<file path="src/rtl/muldiv_pkg.sv">
// Shared types and constants for the multi-cycle multiply/divide sequencer.
package muldiv_pkg;

    typedef enum logic [1:0] {
        OP_MUL   = 2'b00,
        OP_MULHU = 2'b01,
        OP_DIVU  = 2'b10,
        OP_REMU  = 2'b11
    } op_e;

    typedef enum logic [1:0] {
        IDLE = 2'b00,
        BUSY = 2'b01,
        DONE = 2'b10
    } state_e;

    localparam logic [1:0] ALU_ADD = 2'b00;
    localparam logic [1:0] ALU_SUB = 2'b01;

endpackage

</file>
<file path="src/rtl/muldiv_step.sv">
// One shift-add multiply or restoring divide iteration, using the shared ALU result.
module muldiv_step
    import muldiv_pkg::*;
#(
    parameter int unsigned N = 32
) (
    input  logic         is_div,
    input  logic [N-1:0] hi,
    input  logic [N-1:0] lo,
    input  logic [N-1:0] m,
    input  logic [N-1:0] alu_result,
    output logic [N-1:0] alu_a,
    output logic [N-1:0] alu_b,
    output logic [1:0]   alu_control,
    output logic [N-1:0] hi_next,
    output logic [N-1:0] lo_next
);

    logic [N-1:0] shifted;
    logic         carry;
    logic         take;

    always_comb begin
        alu_a       = hi;
        alu_b       = lo[0] ? m : '0;
        alu_control = ALU_ADD;
        hi_next     = hi;
        lo_next     = lo;
        shifted     = {hi[N-2:0], lo[N-1]};
        carry       = 1'b0;
        take        = 1'b0;
        if (is_div) begin
            // hi holds the partial remainder, lo the dividend/quotient shift register
            alu_a       = shifted;
            alu_b       = m;
            alu_control = ALU_SUB;
            take        = hi[N-1] | (shifted >= m);
            hi_next     = take ? alu_result : shifted;
            lo_next     = {lo[N-2:0], take};
        end else begin
            carry   = (alu_result < hi);
            hi_next = {carry, alu_result[N-1:1]};
            lo_next = {alu_result[0], lo[N-1:1]};
        end
    end

endmodule

</file>
<file path="src/rtl/alu_muldiv_sequencer.sv">
// Multi-cycle unsigned MUL/MULHU/DIVU/REMU controller driving the core's shared add/sub ALU.
// Optional MULDIV_EARLY_EXIT_EN: multiply finishes as soon as the remaining multiplier bits are zero.
module alu_muldiv_sequencer
    import muldiv_pkg::*;
#(
    parameter int unsigned N = 32
) (
    input  logic         clk,
    input  logic         reset,
    input  logic         start_valid,
    output logic         start_ready,
    input  logic [1:0]   op,
    input  logic [N-1:0] operand_a,
    input  logic [N-1:0] operand_b,
    output logic         result_valid,
    input  logic         result_ready,
    output logic [N-1:0] result,
    output logic         div_by_zero,
    output logic         busy,
    output logic [N-1:0] alu_a,
    output logic [N-1:0] alu_b,
    output logic [1:0]   alu_control,
    input  logic [N-1:0] alu_result
);

    localparam int unsigned CW = (N > 1) ? $clog2(N) : 1;

    state_e       state, state_nx;
    op_e          op_q, op_d;
    logic [N-1:0] hi_q, hi_d, lo_q, lo_d, m_q, m_d;
    logic [N-1:0] result_q, result_d;
    logic         dbz_q, dbz_d;
    logic [CW-1:0] cnt_q, cnt_d;
    logic         last_c;

    logic [N-1:0] step_a, step_b, hi_nx, lo_nx;
    logic [1:0]   step_ctl;

`ifdef MULDIV_EARLY_EXIT_EN
    logic [N-1:0] mrem_q, mrem_d;
`endif

    muldiv_step #(.N(N)) u_step (
        .is_div      (op_q[1]),
        .hi          (hi_q),
        .lo          (lo_q),
        .m           (m_q),
        .alu_result  (alu_result),
        .alu_a       (step_a),
        .alu_b       (step_b),
        .alu_control (step_ctl),
        .hi_next     (hi_nx),
        .lo_next     (lo_nx)
    );

    always_ff @(posedge clk or posedge reset) begin
        if (reset) state <= IDLE;
        else       state <= state_nx;
    end

    // Next-state and datapath update
    always_comb begin
        state_nx = state;
        op_d     = op_q;
        hi_d     = hi_q;
        lo_d     = lo_q;
        m_d      = m_q;
        cnt_d    = cnt_q;
        result_d = result_q;
        dbz_d    = dbz_q;
        last_c   = 1'b0;
`ifdef MULDIV_EARLY_EXIT_EN
        mrem_d   = mrem_q;
`endif
        case (state)
            IDLE: begin
                if (start_valid) begin
                    op_d  = op_e'(op);
                    cnt_d = '0;
                    dbz_d = 1'b0;
                    hi_d  = '0;
                    if (op[1]) begin
                        lo_d = operand_a;
                        m_d  = operand_b;
                        if (operand_b == '0) begin
                            state_nx = DONE;
                            dbz_d    = 1'b1;
                            result_d = op[0] ? operand_a : '1;
                        end else begin
                            state_nx = BUSY;
                        end
                    end else begin
                        lo_d     = operand_b;
                        m_d      = operand_a;
                        state_nx = BUSY;
`ifdef MULDIV_EARLY_EXIT_EN
                        if (operand_b == '0) begin
                            state_nx = DONE;
                            result_d = '0;
                        end
`endif
                    end
`ifdef MULDIV_EARLY_EXIT_EN
                    mrem_d = operand_b;
`endif
                end
            end
            BUSY: begin
                hi_d  = hi_nx;
                lo_d  = lo_nx;
                cnt_d = cnt_q + CW'(1);
                last_c = (cnt_q == CW'(N - 1));
`ifdef MULDIV_EARLY_EXIT_EN
                mrem_d = mrem_q >> 1;
                // No multiplier bits left: realign the partial product by the skipped count
                if (!op_q[1] && (mrem_q[N-1:1] == '0)) begin
                    {hi_d, lo_d} = {hi_nx, lo_nx} >> (CW'(N - 1) - cnt_q);
                    last_c       = 1'b1;
                end
`endif
                if (last_c) begin
                    state_nx = DONE;
                    // MUL/DIVU take the low/quotient half, MULHU/REMU the high/remainder half
                    result_d = op_q[0] ? hi_d : lo_d;
                end
            end
            DONE: begin
                if (result_ready) state_nx = IDLE;
            end
            default: state_nx = IDLE;
        endcase
    end

    always_ff @(posedge clk or posedge reset) begin
        if (reset) begin
            op_q     <= OP_MUL;
            hi_q     <= '0;
            lo_q     <= '0;
            m_q      <= '0;
            cnt_q    <= '0;
            result_q <= '0;
            dbz_q    <= 1'b0;
`ifdef MULDIV_EARLY_EXIT_EN
            mrem_q   <= '0;
`endif
        end else begin
            op_q     <= op_d;
            hi_q     <= hi_d;
            lo_q     <= lo_d;
            m_q      <= m_d;
            cnt_q    <= cnt_d;
            result_q <= result_d;
            dbz_q    <= dbz_d;
`ifdef MULDIV_EARLY_EXIT_EN
            mrem_q   <= mrem_d;
`endif
        end
    end

    assign start_ready  = (state == IDLE);
    assign busy         = (state == BUSY);
    assign result_valid = (state == DONE);
    assign result       = result_q;
    assign div_by_zero  = dbz_q;
    assign alu_a        = busy ? step_a   : '0;
    assign alu_b        = busy ? step_b   : '0;
    assign alu_control  = busy ? step_ctl : ALU_ADD;

endmodule
</file>
<file path="config.mk">
export PLATFORM = sky130hd
export DESIGN_NAME = alu_muldiv_sequencer
export DESIGN_NICKNAME = d
export VERILOG_FILES = /design/src/rtl/muldiv_pkg.sv /design/src/rtl/muldiv_step.sv /design/src/rtl/alu_muldiv_sequencer.sv
export SDC_FILE = /design/constraint.sdc
export NUM_CORES = 1
export LEC_CHECK = 0
export CORE_UTILIZATION = 57
export CTS_CLUSTER_DIAMETER = 100
export DETAILED_ROUTE_END_ITERATION = 7
export PLACE_DENSITY = 0.87
export SKIP_LAST_GASP = 1
export SLEW_MARGIN = 20
export SYNTH_ARGS = -nofsm -noshare
export SYNTH_HDL_FRONTEND = slang
export SYNTH_SLANG_ARGS = --single-unit
</file>
<file path="constraint.sdc">
create_clock -name clk -period 11.35 [get_ports clk]
set_clock_uncertainty 0.1 [all_clocks]
set_input_delay 2.8375 -clock clk [delete_from_list [all_inputs] [get_ports clk]]
set_output_delay 2.8375 -clock clk [all_outputs]
set_load 0.01 [all_outputs]
</file>
======== Yosys cells after proc, flatten, opt, wreduce, memory -nomap -nowiden ========
Index checks and enable logic that the tools add are counted.
word-level totals
  flip-flop bits (word level) ............. 138
  input bits .............................. 102
  word-level logic and storage cells ...... 60
cells by class
  add/sub/neg operators ................... 1
  magnitude comparators ................... 2
  equality and inequality tests ........... 8
  mux-type cells .......................... 33
  bitwise gates (word level) .............. 1
  reductions and logical operators ........ 7
operators with widths
  operator                                                                 number
  32-bit two-way mux                                                       18
  32-bit case mux with 2 select lines                                      3
  32-bit >= comparator                                                     1
  32-bit zero test                                                         1
  32-bit less-than comparator                                              1
  2-bit two-way mux                                                        6
  5-bit case mux with 2 select lines                                       1
  2-bit by 1-bit inequality test with 1-bit output, second input constant  4
  2-bit case mux with 3 select lines                                       1
  5-bit by 1-bit adder with 5-bit output, second input constant            1
  5-bit equality test, second input constant                               1
  5-bit two-way mux                                                        1
  5-bit AND reduction                                                      1
  2-bit AND reduction                                                      2
  1-bit two-way mux                                                        3
  3-bit AND reduction                                                      1
  2-bit by 1-bit equality test with 1-bit output, second input constant    1
  2-bit equality test, second input constant                               1
  2-bit zero test                                                          1
  2-bit inequality test, second input constant                             1
  2-bit nonzero test                                                       1
  1-bit bitwise OR                                                         1

======== Logic depth before layout (Yosys ltp) ========
Gate-level depths: netlist (run 1).
  depth in word-level cells ............... 7
  gate-level depth with buffers ........... 10

======== Cells and area by module ========
Synthesis (run 1) repeated with hierarchy kept, for this count alone.
unflattened totals
  cell total of the unflattened synthesis .. 1296
  area total of the unflattened synthesis .. 10859.2 sq um
modules (own cells, without submodules)
  module                instances  cells an instance  area an instance (sq um)  sequential area each (sq um)
  alu_muldiv_sequencer  1          738                7415.9                    3453.3
  muldiv_step           1          558                3443.3                    0.0

======== Worst setup path before layout (run 1) ========
OpenSTA, ideal clock, no wires.
  path kind ............................... register to output
  from .................................... reg state[1]
  to ...................................... out alu_a[21]
  data arrival time ....................... 1.917 ns
  data required time ...................... 8.413 ns
  path slack .............................. 6.495 ns
  stages on the path, launching flop included .. 8
  path buffers ............................ 4
  cells stage by stage .................... dfrtp_1 clkinv_1 nand2_1 clkbuf_1 clkbuf_1 buf_2 buf_1 nor2_1
on the way
  word-level cells in the longest chain between the ends .. 2
RTL lines
  what                                            RTL line                     text
  start, declared                                 alu_muldiv_sequencer.sv:28   state_e state, state_nx;
  start signal, assigned                          alu_muldiv_sequencer.sv:58   else state <= state_nx;
  2-bit by 1-bit equality test with 1-bit output  alu_muldiv_sequencer.sv:161  assign busy = (state == BUSY);
  32-bit two-way mux                              alu_muldiv_sequencer.sv:165  assign alu_a = busy ? step_a : '0;
  end, declared                                   alu_muldiv_sequencer.sv:20   output logic [N-1:0] alu_a,
Every way passes these cells.

======== Worst setup path after layout (run 1) ========
  from .................................... reg state[1]
  to ...................................... out alu_control[0]
on the way
  word-level cells in the longest chain between the ends .. 2
RTL lines
  what                                            RTL line                     text
  2-bit by 1-bit equality test with 1-bit output  alu_muldiv_sequencer.sv:161
  2-bit two-way mux                               alu_muldiv_sequencer.sv:167  assign alu_control = busy ? step_ctl : ALU_ADD;
  end, declared                                   alu_muldiv_sequencer.sv:22   output logic [1:0] alu_control,
Every way passes these cells.

==> run metrics, run 1 <==
Die ar.=18030 µm²; I/O pin cnt=204; CTS buffer count=17; worst min-delay path category=register to register; clock sinks=138; crit path buf inv count=5; Top Family by Delay on Critical Path=buffers and inverters; EDFF count, synth=0; final core utilization=75.54%; Avg WL per Cell=22.00 µm; register bit count reported by yosys=138; antenna violations before repair=1; dpl cells=1456; Starting Density=59.29%; Syn. warnings=0; row count=47; multi-input logic area=5931 µm²; leakage power=5.511 nW; status=finished, final reports clean; Clock transition at path regs=60 ps; number of remaining DRC errors=0; die width=134.3 µm; Core Box Area=16820 µm²; critical path, cell by cell=clkinv_1 > nand2_2 > inv_2 > buf_4 > nand2_1 > inv_1 > clkdlybuf4s50_1; setup TNS=0 ps; Crit path depth=7; Fillers=1135; Synth Flop Type=dfrtp_1; grt total ovfl=0; uppermost layer routed=met4; pwr/cell area=313.5 nW/µm²; syn nets=1273; Final WS setup=4543 ps; dpl ws=5055 ps; critical path capture point=alu_control[0]; Total Nets Final=1422; post-route ant nets=0; Worst Tran Pin Value=1128 ps; Iteration-0 DRC Markers=1218; most frequent cells in the layout=clkdlybuf4s50_1 (201), dfrtp_1 (137), mux2i_1 (122); RSZ-0062 raised after global routing=false; element type at the critical path start=register; Crit-path slowest cell=nand2_1; fin crit period=6807 ps; insertion delay to the later sink of the worst-skew pair=430 ps; H-tree depth=4; ratio of cells with drive above 1 in the final layout=8.754%; FF-to-FF setup slack=7150 ps; WP data arrival=3870 ps; Seq/Total Area, Yosys=34.63%; crit share post-route=59.97%; Max clock buf depth=2; crit-path max FO=77; Vias per Instance=6.685; Distinct cells, synth=59; first-pass GRT wire length=51520 µm; met2 wire len=14620 µm; Storage cell area=3457 µm²; vias=9954; GP Congestion=0.9546; endpoints failing setup=0; met1 WL=13220 µm; post-CTS sizing=0; reg-to-reg critical path startpoint=state[1]; FMAX=146.9 MHz; IO buf count=202; vias in the first global route=9719; synthesized area per cell=9.016 µm²; Rel. slew slack=24.62%; endpoint type of the worst setup path=primary output; die height=134.3 µm; All-Layer GR Usage=36.83%; Hold Buf Count CTS=0; critical path launch point=state[1]; met3 wire len=3590 µm; Area after DPL=12050 µm²; Hold Path Depth=2; asr flop ratio synth=100.0%; r2r endpoint=result[20]; total of max-cap violations=0; Total Routed Length=32760 µm; Cell Area, Synth=9972 µm²; crit path kind=register to primary output; Layout area overhead=27.40%; worst hold slack=397.8 ps; final hold viol count=0; final slew viol count=0; Cells after Synth=1106; total iterations of the first detailed-routing run=7; Max VDD drop=0.1904 mV; CTS tree=yes; Tot Pwr=3.983 mW; CP max stage delay=900 ps; path depth of the worst reg2reg path=8; Setup Buffers After CTS=0; detailed placement HPWL=22370 µm; final instance area=12700 µm²; CP required=8410 ps; non-filler cells, final=1489; Root Driver=clkbuf_16; largest net degree at the start of global routing=83; commonest non-fill, non-tap cell in the layout=clkdlybuf4s50_1
[power by group]
group          switching [mW]  internal, mW  total [mW]
clock network           0.221         0.390       0.612
logic                    1.25          1.12        2.38
registers               0.265         0.729       0.994
[sequential cells by signal (all words and copies together), names as in the netlist]
name         flops
m_q             32
div_by_zero      1
op_q             2
state            2
lo_q            32
hi_q            32
result          32
cnt_q            5
[worst min-delay path by stage]
stage / startpoint / to / slack (ps)
detailed placement: lo_q[25] / lo_q[25] / 390
CTS: lo_q[25] / lo_q[25] / 400
global placement: div_by_zero / div_by_zero / 390
global route: lo_q[25] / lo_q[25] / 420
finish: lo_q[25] / lo_q[25] / 400
floorplan: lo_q[22] / lo_q[22] / 360
[cell families after synthesis]
kind of cell | Yosys count | share of synthesized area, %
simple gates | 278 | 12.52
flops | 138 | 34.63
fa+ha+maj | 65 | 8.156
buf+inv | 156 | 6.236
compound gates | 310 | 22.11
other cells | 1 | 0.03761
mux | 158 | 16.31
[cells in the mapped netlist (all sizes together), types with 28 or more instances]
cell type	n	area, µm²
a32oi	30	262.8
a21oi	73	369.1
inv	68	255.2
nor2	119	446.7
dfrtp	138	3453
a221oi	31	334.1
nand2	65	244.0
nor3	33	165.2
ha	65	813.3
buf	28	141.4
mux2	36	405.4
clkbuf	58	217.7
o21ai	76	380.4
mux2i	122	1221
[metal layers]
layer | up-vias | global-route usage, %
li1 | 4417 | -
met1 | 4713 | 50.06
met2 | 718 | 56.07
met3 | 106 | 7.672
met4 | 0 | 17.73
met5 | - | 0
[cell type report]
type,count,area share (%)
antenna,1,0.01970
timing repair buffer,216,16.72
sequential,138,27.21
clock inverter,11,1.310
tap,220,2.167
multi-input combinational,812,46.68
clock buffer,21,3.782
inverter,70,2.108
[worst min-delay path, delay by kind of cell (launching register included)]
family | cells | cell delay, ps
AO/OA/AOI/OAI | 1 | 60
AND/OR/NAND/NOR | 1 | 50
flip-flops | 1 | 350
Power figures use the tool's default switching activity.
==> run 2, diff against run 1 <==
--- a/config.mk
+++ b/config.mk
@@ -5,10 +5,10 @@
 export SDC_FILE = /design/constraint.sdc
 export NUM_CORES = 1
 export LEC_CHECK = 0
-export CORE_UTILIZATION = 57
+export CORE_UTILIZATION = 53
 export CTS_CLUSTER_DIAMETER = 100
 export DETAILED_ROUTE_END_ITERATION = 7
-export PLACE_DENSITY = 0.87
+export PLACE_DENSITY = 0.82
 export SKIP_LAST_GASP = 1
 export SLEW_MARGIN = 20
 export SYNTH_ARGS = -nofsm -noshare
==> constraint.sdc (replaced) <==
create_clock -name clk -period 6.3 [get_ports clk]
set_clock_uncertainty 0.1 [all_clocks]
set_input_delay 1.575 -clock clk [delete_from_list [all_inputs] [get_ports clk]]
set_output_delay 1.575 -clock clk [all_outputs]
set_load 0.01 [all_outputs]
==> run 2 against run 1 <==
Compared with the run above:
- the flow now finishes with violations (design-rule violations)
- worst setup slack got worse by 3200 ps
- power grew 76%
- flip-flop and latch count did not move
- via count decreased by 2.3%
- clock power increased by 60%
- critical path depth is 2 lower
- first-iteration DRC count fell by 23%
- sequential share of layout area up 0.092 points
- register-to-register slack got worse by 4500 ps
- routed wire length decreased by 0.48%
- worst hold slack better by 14 ps
- critical path type unchanged
- largest cell class unchanged
==> run metrics, run 2 (synthesized netlist as in run 1, its figures left out) <==
status=complete, but fails checks; violated checks=design-rule violations; total of max-cap violations=0 (unchanged); Core Box Area=18210 µm² (+8.3%); RSZ-0062 raised after global routing=false; Internal Power=3.922 mW (+75%); Final WS setup=1367 ps (-3176 ps); antenna violations before repair=1 (unchanged); final core utilization=69.54% (-6.0 points); leakage power=5.488 nW (-0.42%); HP Start=lo_q[31]; final slew viol count=0 (unchanged); FMAX=202.7 MHz; endpoint type of the worst setup path=primary output; Hold Buf Count CTS=0 (unchanged); pwr/cell area=555.0 nW/µm² (+77%); die height=139.2 µm (+3.6%); H-tree depth=4 (unchanged); clock sinks=138 (unchanged); Switching Fraction=44.18% (+0.49 points); I/O pin cnt=204 (unchanged); Starting Density=54.77% (-4.5 points); clock network power share=13.9% (-1.5 points); IO buf count=202 (unchanged); total iterations of the first detailed-routing run=8 (+1); Crit path depth=5 (-2); Iteration-0 DRC Markers=935 (-23%); worst hold slack=412.1 ps (+14.34 ps); FF-to-FF setup slack=2610 ps (-4540 ps); non-filler cells, final=1501 (+0.81%); Tot Pwr=7.027 mW (+76%); CTS buffer count=17 (unchanged); post-CTS sizing=0 (unchanged); Worst Tran Pin Value=1086 ps (-41.88 ps); Layout area overhead=26.98%; element type at the critical path start=register; Root Driver=clkbuf_16; ratio of cells with drive above 1 in the final layout=8.812% (+0.058 points); path depth of the worst reg2reg path=10 (+2); number of remaining DRC errors=20 (+20); Hold Path Depth=2 (unchanged); crit path buf inv count=3 (-2); Crit-path slowest cell=buf_4; commonest non-fill, non-tap cell in the layout=clkdlybuf4s50_1; Total Nets Final=1425 (+0.21%); Reg power frac=25.6% (+0.6 points); Comb power frac=60.5% (+0.8 points); critical path, cell by cell=clkinv_1 > nand2_2 > buf_4 > nor2_1 > clkdlybuf4s50_1; Vias per Instance=6.478 (-3.1%); post-route ant nets=0 (unchanged); Clock transition at path regs=60 ps (about the same); Setup Buffers After CTS=0 (unchanged); Top Family by Delay on Critical Path=buffers and inverters; Die ar.=19370 µm² (+7.4%); dpl ws=1372 ps (-3683 ps); endpoints failing setup=0 (unchanged); crit path kind=register to primary output; setup TNS=0 ps (unchanged); switching power=3.105 mW (+78%); CP required=4620 ps (-3790 ps); reg-to-reg critical path startpoint=lo_q[31]; final instance area=12660 µm² (-0.34%); All-Layer GR Usage=34.30% (-2.5 points); worst min-delay path category=register to register; Area after DPL=12090 µm² (+0.28%); fin crit period=4933 ps; Max clock buf depth=2 (unchanged); first-pass GRT wire length=51970 µm (+0.87%); Total Routed Length=32610 µm (-0.48%); vias=9724 (-2.3%); vias in the first global route=9368 (-3.6%); crit-path max FO=82 (+6.5%); Max VDD drop=0.3397 mV (+78%); die width=139.2 µm (+3.6%); row count=49 (+4.3%); grt total ovfl=0 (unchanged); WHS Endpoint=lo_q[31]; most frequent cells in the layout=clkdlybuf4s50_1 (201), dfrtp_1 (137), mux2i_1 (122); largest net degree at the start of global routing=110 (+33%); GP Congestion=0.9219 (-3.4%); insertion delay to the later sink of the worst-skew pair=440 ps (about the same); detailed placement HPWL=22590 µm (+1.0%); WP data arrival=3260 ps (-610 ps); final hold viol count=0 (unchanged); CP max stage delay=710 ps (-190 ps); Rel. slew slack=27.59% (+3.0 points); dpl cells=1468 (+0.82%); Avg WL per Cell=21.72 µm (-1.3%); crit share post-route=78.30%; CTS tree=yes; r2r endpoint=result[25]
-- run 2: worst max-delay path by stage --
stage | start | end
floorplan | reset | cnt_q[0]
global placement | operand_b[2] | result[0]
detailed placement | operand_b[2] | result[0]
CTS | state[1] | alu_a[31]
global route | state[1] | alu_a[17]
finish | state[1] | alu_a[0]
-- run 2: area by class of cell --
| cell class | count | area [µm²] |
|---|---|---|
| antenna | 1 | 2.502 |
| clock buffer | 22 | 474.2 |
| clock inverter | 10 | 93.84 |
| fill | 1417 | 5547 |
| inverter | 70 | 270.3 |
| multi-input combinational | 812 | 5931 |
| sequential | 138 | 3457 |
| tap | 229 | 286.5 |
| timing repair buffer | 219 | 2147 |
-- run 2: power by group through the flow --
stage               Combinational [mW]  Clock [mW]  Sequential, mW
finish                            4.25       0.979            1.80
global route                      4.61        1.02            1.85
CTS                               4.21       0.980            1.78
detailed placement                4.18           0            1.79
global placement                  4.06           0            1.78
floorplan                         2.62           0            1.63
-- run 2: worst reg2reg max path, stage by stage, from the launching register on --
cell       delay [ps]
dfrtp_1           390
inv_1             120
ha_1              240
nand2b_1          180
a2111oi_0         710
o21a_1            240
o21ai_1           280
a21oi_4           250
buf_4             510
mux2i_1           400
a221oi_2          110
-- run 2: routing by layer --
metal	part of all wire (%)	global-route usage [%]	wire, µm
met4	2.4	10.94	778
met2	46	54.04	15060
met3	9.1	6.595	2958
met5	0	0	0
met1	42	47.52	13810
==> run 3, diff against run 2 <==
==> constraint.sdc (replaced) <==
create_clock -name clk -period 4.94 [get_ports clk]
set_clock_uncertainty 0.1 [all_clocks]
set_input_delay 1.235 -clock clk [delete_from_list [all_inputs] [get_ports clk]]
set_output_delay 1.235 -clock clk [all_outputs]
set_load 0.01 [all_outputs]
==> run 3 against run 2 <==
Compared with the run above:
- the run still ends with design-rule violations left
- worst setup slack worse by 470 ps
- non-clock buffer count grew 9
- global-route usage grew 0.24 points
- combinational power grew 29%
- sequential share of layout area down 0.29 points
- sequential power rose by 27%
- via count up 2.0%
- routed wire length up 1.2%
- final cell count up 0.67%
- worst hold slack improved by 3.2 ps
- cell area up 1.1%
- critical path type unchanged
- largest cell class unchanged
==> run metrics, run 3 (synthesized netlist as in run 1, its figures left out) <==
total iterations of the first detailed-routing run=8 (unchanged); Hold Buf Count CTS=0 (unchanged); final slew viol count=0 (unchanged); I/O pin cnt=204 (unchanged); largest net degree at the start of global routing=76 (-31%); Avg WL per Cell=21.84 µm (+0.53%); CTS tree=yes; Final WS setup=901.5 ps (-465.5 ps); setup TNS=0 ps (unchanged); CTS buffer count=17 (unchanged); switching power=4.002 mW (+29%); WHS Endpoint=lo_q[31]; clock sinks=138 (unchanged); endpoints failing setup=0 (unchanged); Core Box Area=18210 µm² (unchanged); vias=9921 (+2.0%); Starting Density=54.77% (unchanged); die height=139.2 µm (unchanged); Comb power frac=60.3% (-0.2 points); non-filler cells, final=1511 (+0.67%); status=complete, but fails checks; clock network power share=14.5% (+0.6 points); antenna violations before repair=2 (+1); Layout area overhead=28.33%; Internal Power=5.084 mW (+30%); All-Layer GR Usage=34.53% (+0.24 points); Tot Pwr=9.087 mW (+29%); crit path kind=register to primary output; path depth of the worst reg2reg path=10 (unchanged); die width=139.2 µm (unchanged); Die ar.=19370 µm² (unchanged); final instance area=12800 µm² (+1.1%); IO buf count=202 (unchanged); GP Congestion=0.8640 (-6.3%); Worst path most repeated cell=buf_4; final hold viol count=0 (unchanged); post-CTS sizing=0 (unchanged); Switching Fraction=44.05% (-0.14 points); post-route ant nets=0 (unchanged); RSZ-0062 raised after global routing=false; WP data arrival=2700 ps (-560 ps); ratio of cells with drive above 1 in the final layout=9.531% (+0.72 points); GR Util met2=53.32% (-0.72 points); endpoint type of the worst setup path=primary output; Iteration-0 DRC Markers=1240 (+33%); Fillers=1382 (-2.5%); crit share post-route=81.75%; grt total ovfl=0 (unchanged); Crit-path slowest cell=dfrtp_1; final core utilization=70.28% (+0.74 points); Rel. slew slack=38.29% (+11 points); worst min-delay path category=register to register; met1 Use GR=47.49% (about the same); Hold Path Depth=2 (unchanged); vias in the first global route=9503 (+1.4%); Max clock buf depth=2 (unchanged); Vias per Instance=6.566 (+1.4%); global route hottest layer=met2; commonest non-fill, non-tap cell in the layout=clkdlybuf4s50_1; met3 Use GR=7.320% (+0.73 points); crit-path max FO=48 (-41%); CP max stage delay=610 ps (-100 ps); multi-input logic area=5928 µm² (about the same); number of remaining DRC errors=14 (-30%); fin crit period=4039 ps; r2r endpoint=hi_q[25]; Setup Buffers After CTS=0 (unchanged); Total Nets Final=1434 (+0.63%); Reg power frac=25.2% (-0.4 points); H-tree depth=4 (unchanged); Area after DPL=12190 µm² (+0.86%); dpl cells=1477 (+0.61%); detailed placement HPWL=23460 µm (+3.9%); worst hold slack=415.3 ps (+3.212 ps); row count=49 (unchanged); total of max-cap violations=0 (unchanged); dpl ws=705.4 ps (-666.3 ps); critical path, cell by cell=clkinv_1 > buf_4 > nand2_2 > buf_4 > nor2_1 > clkdlybuf4s50_1; FF-to-FF setup slack=1380 ps (-1230 ps); FMAX=247.6 MHz; first-pass GRT wire length=52270 µm (+0.58%); violated checks=design-rule violations; Worst Tran Pin Value=923.7 ps (-162.5 ps); CP required=3610 ps (-1010 ps); Total Routed Length=33000 µm (+1.2%); element type at the critical path start=register; leakage power=5.541 nW (+0.97%); pwr/cell area=710.0 nW/µm² (+28%); reg-to-reg critical path startpoint=lo_q[31]; Max VDD drop=0.4053 mV (+19%); most frequent cells in the layout=clkdlybuf4s50_1 (201), dfrtp_1 (137), mux2i_1 (122); HP Start=lo_q[31]; Storage cell area=3457 µm² (unchanged); Clock transition at path regs=60 ps (about the same); insertion delay to the later sink of the worst-skew pair=430 ps (about the same); Root Driver=clkbuf_16
==> run 3: cell types whose count changed in the layout (fill, tap and decap cells not counted), moves of 2 or more <==
| cell | before | now |
|---|---|---|
| buf_12 | 0 | 3 |
| buf_4 | 18 | 24 |
| bufinv_16 | 1 | 3 |
| clkbuf_1 | 2 | 0 |
| clkbuf_8 | 3 | 0 |
| clkinvlp_4 | 3 | 7 |
==> run 3: power groups by stage <==
stage / clock, mW / combinational [mW] / sequential, mW
5_1_grt: 1.37 / 5.93 / 2.35
3_3_place_gp: 0 / 5.21 / 2.26
3_5_place_dp: 0 / 5.36 / 2.27
4_1_cts: 1.32 / 5.42 / 2.26
2_1_floorplan: 0 / 3.34 / 2.08
6_report: 1.32 / 5.48 / 2.29
==> run 3: worst max-delay path: cells and delay by family, from the launching register on <==
family,cells,cell delay [ps]
buffers and inverters,4,1360
flip-flops,1,610
AND/OR/NAND/NOR,2,300
==> run 3: how the worst max path moves through the flow <==
stage / from / endpoint / slack (ps) / cells after the start
5_1_grt: state[1] / alu_a[0] / 780 / 6
3_3_place_gp: operand_b[28] / result[0] / 740 / 9
6_report: state[1] / alu_a[0] / 900 / 6
3_5_place_dp: operand_b[2] / result[0] / 710 / 9
2_1_floorplan: state[1] / alu_a[21] / 1690 / 7
4_1_cts: state[1] / alu_a[0] / 920 / 6
==> run 3: cell type report <==
class | count | share of cell area, %
flip-flops and latches | 138 | 27.01
clock inverters | 15 | 1.379
repair buffers | 228 | 17.60
diodes | 2 | 0.03911
clock buffers | 17 | 3.324
inverters | 70 | 2.083
well taps | 229 | 2.239
multi-input cells | 812 | 46.32
==> run 3: metal layers <==
metal | part of all wire [%] | wire, µm | vias to the layer above
met5 | 0 | 0 | -
met4 | 3.1 | 1017 | 0
met3 | 10 | 3420 | 87
met2 | 45 | 14980 | 639
met1 | 41 | 13580 | 4769
li1 | - | - | 4426
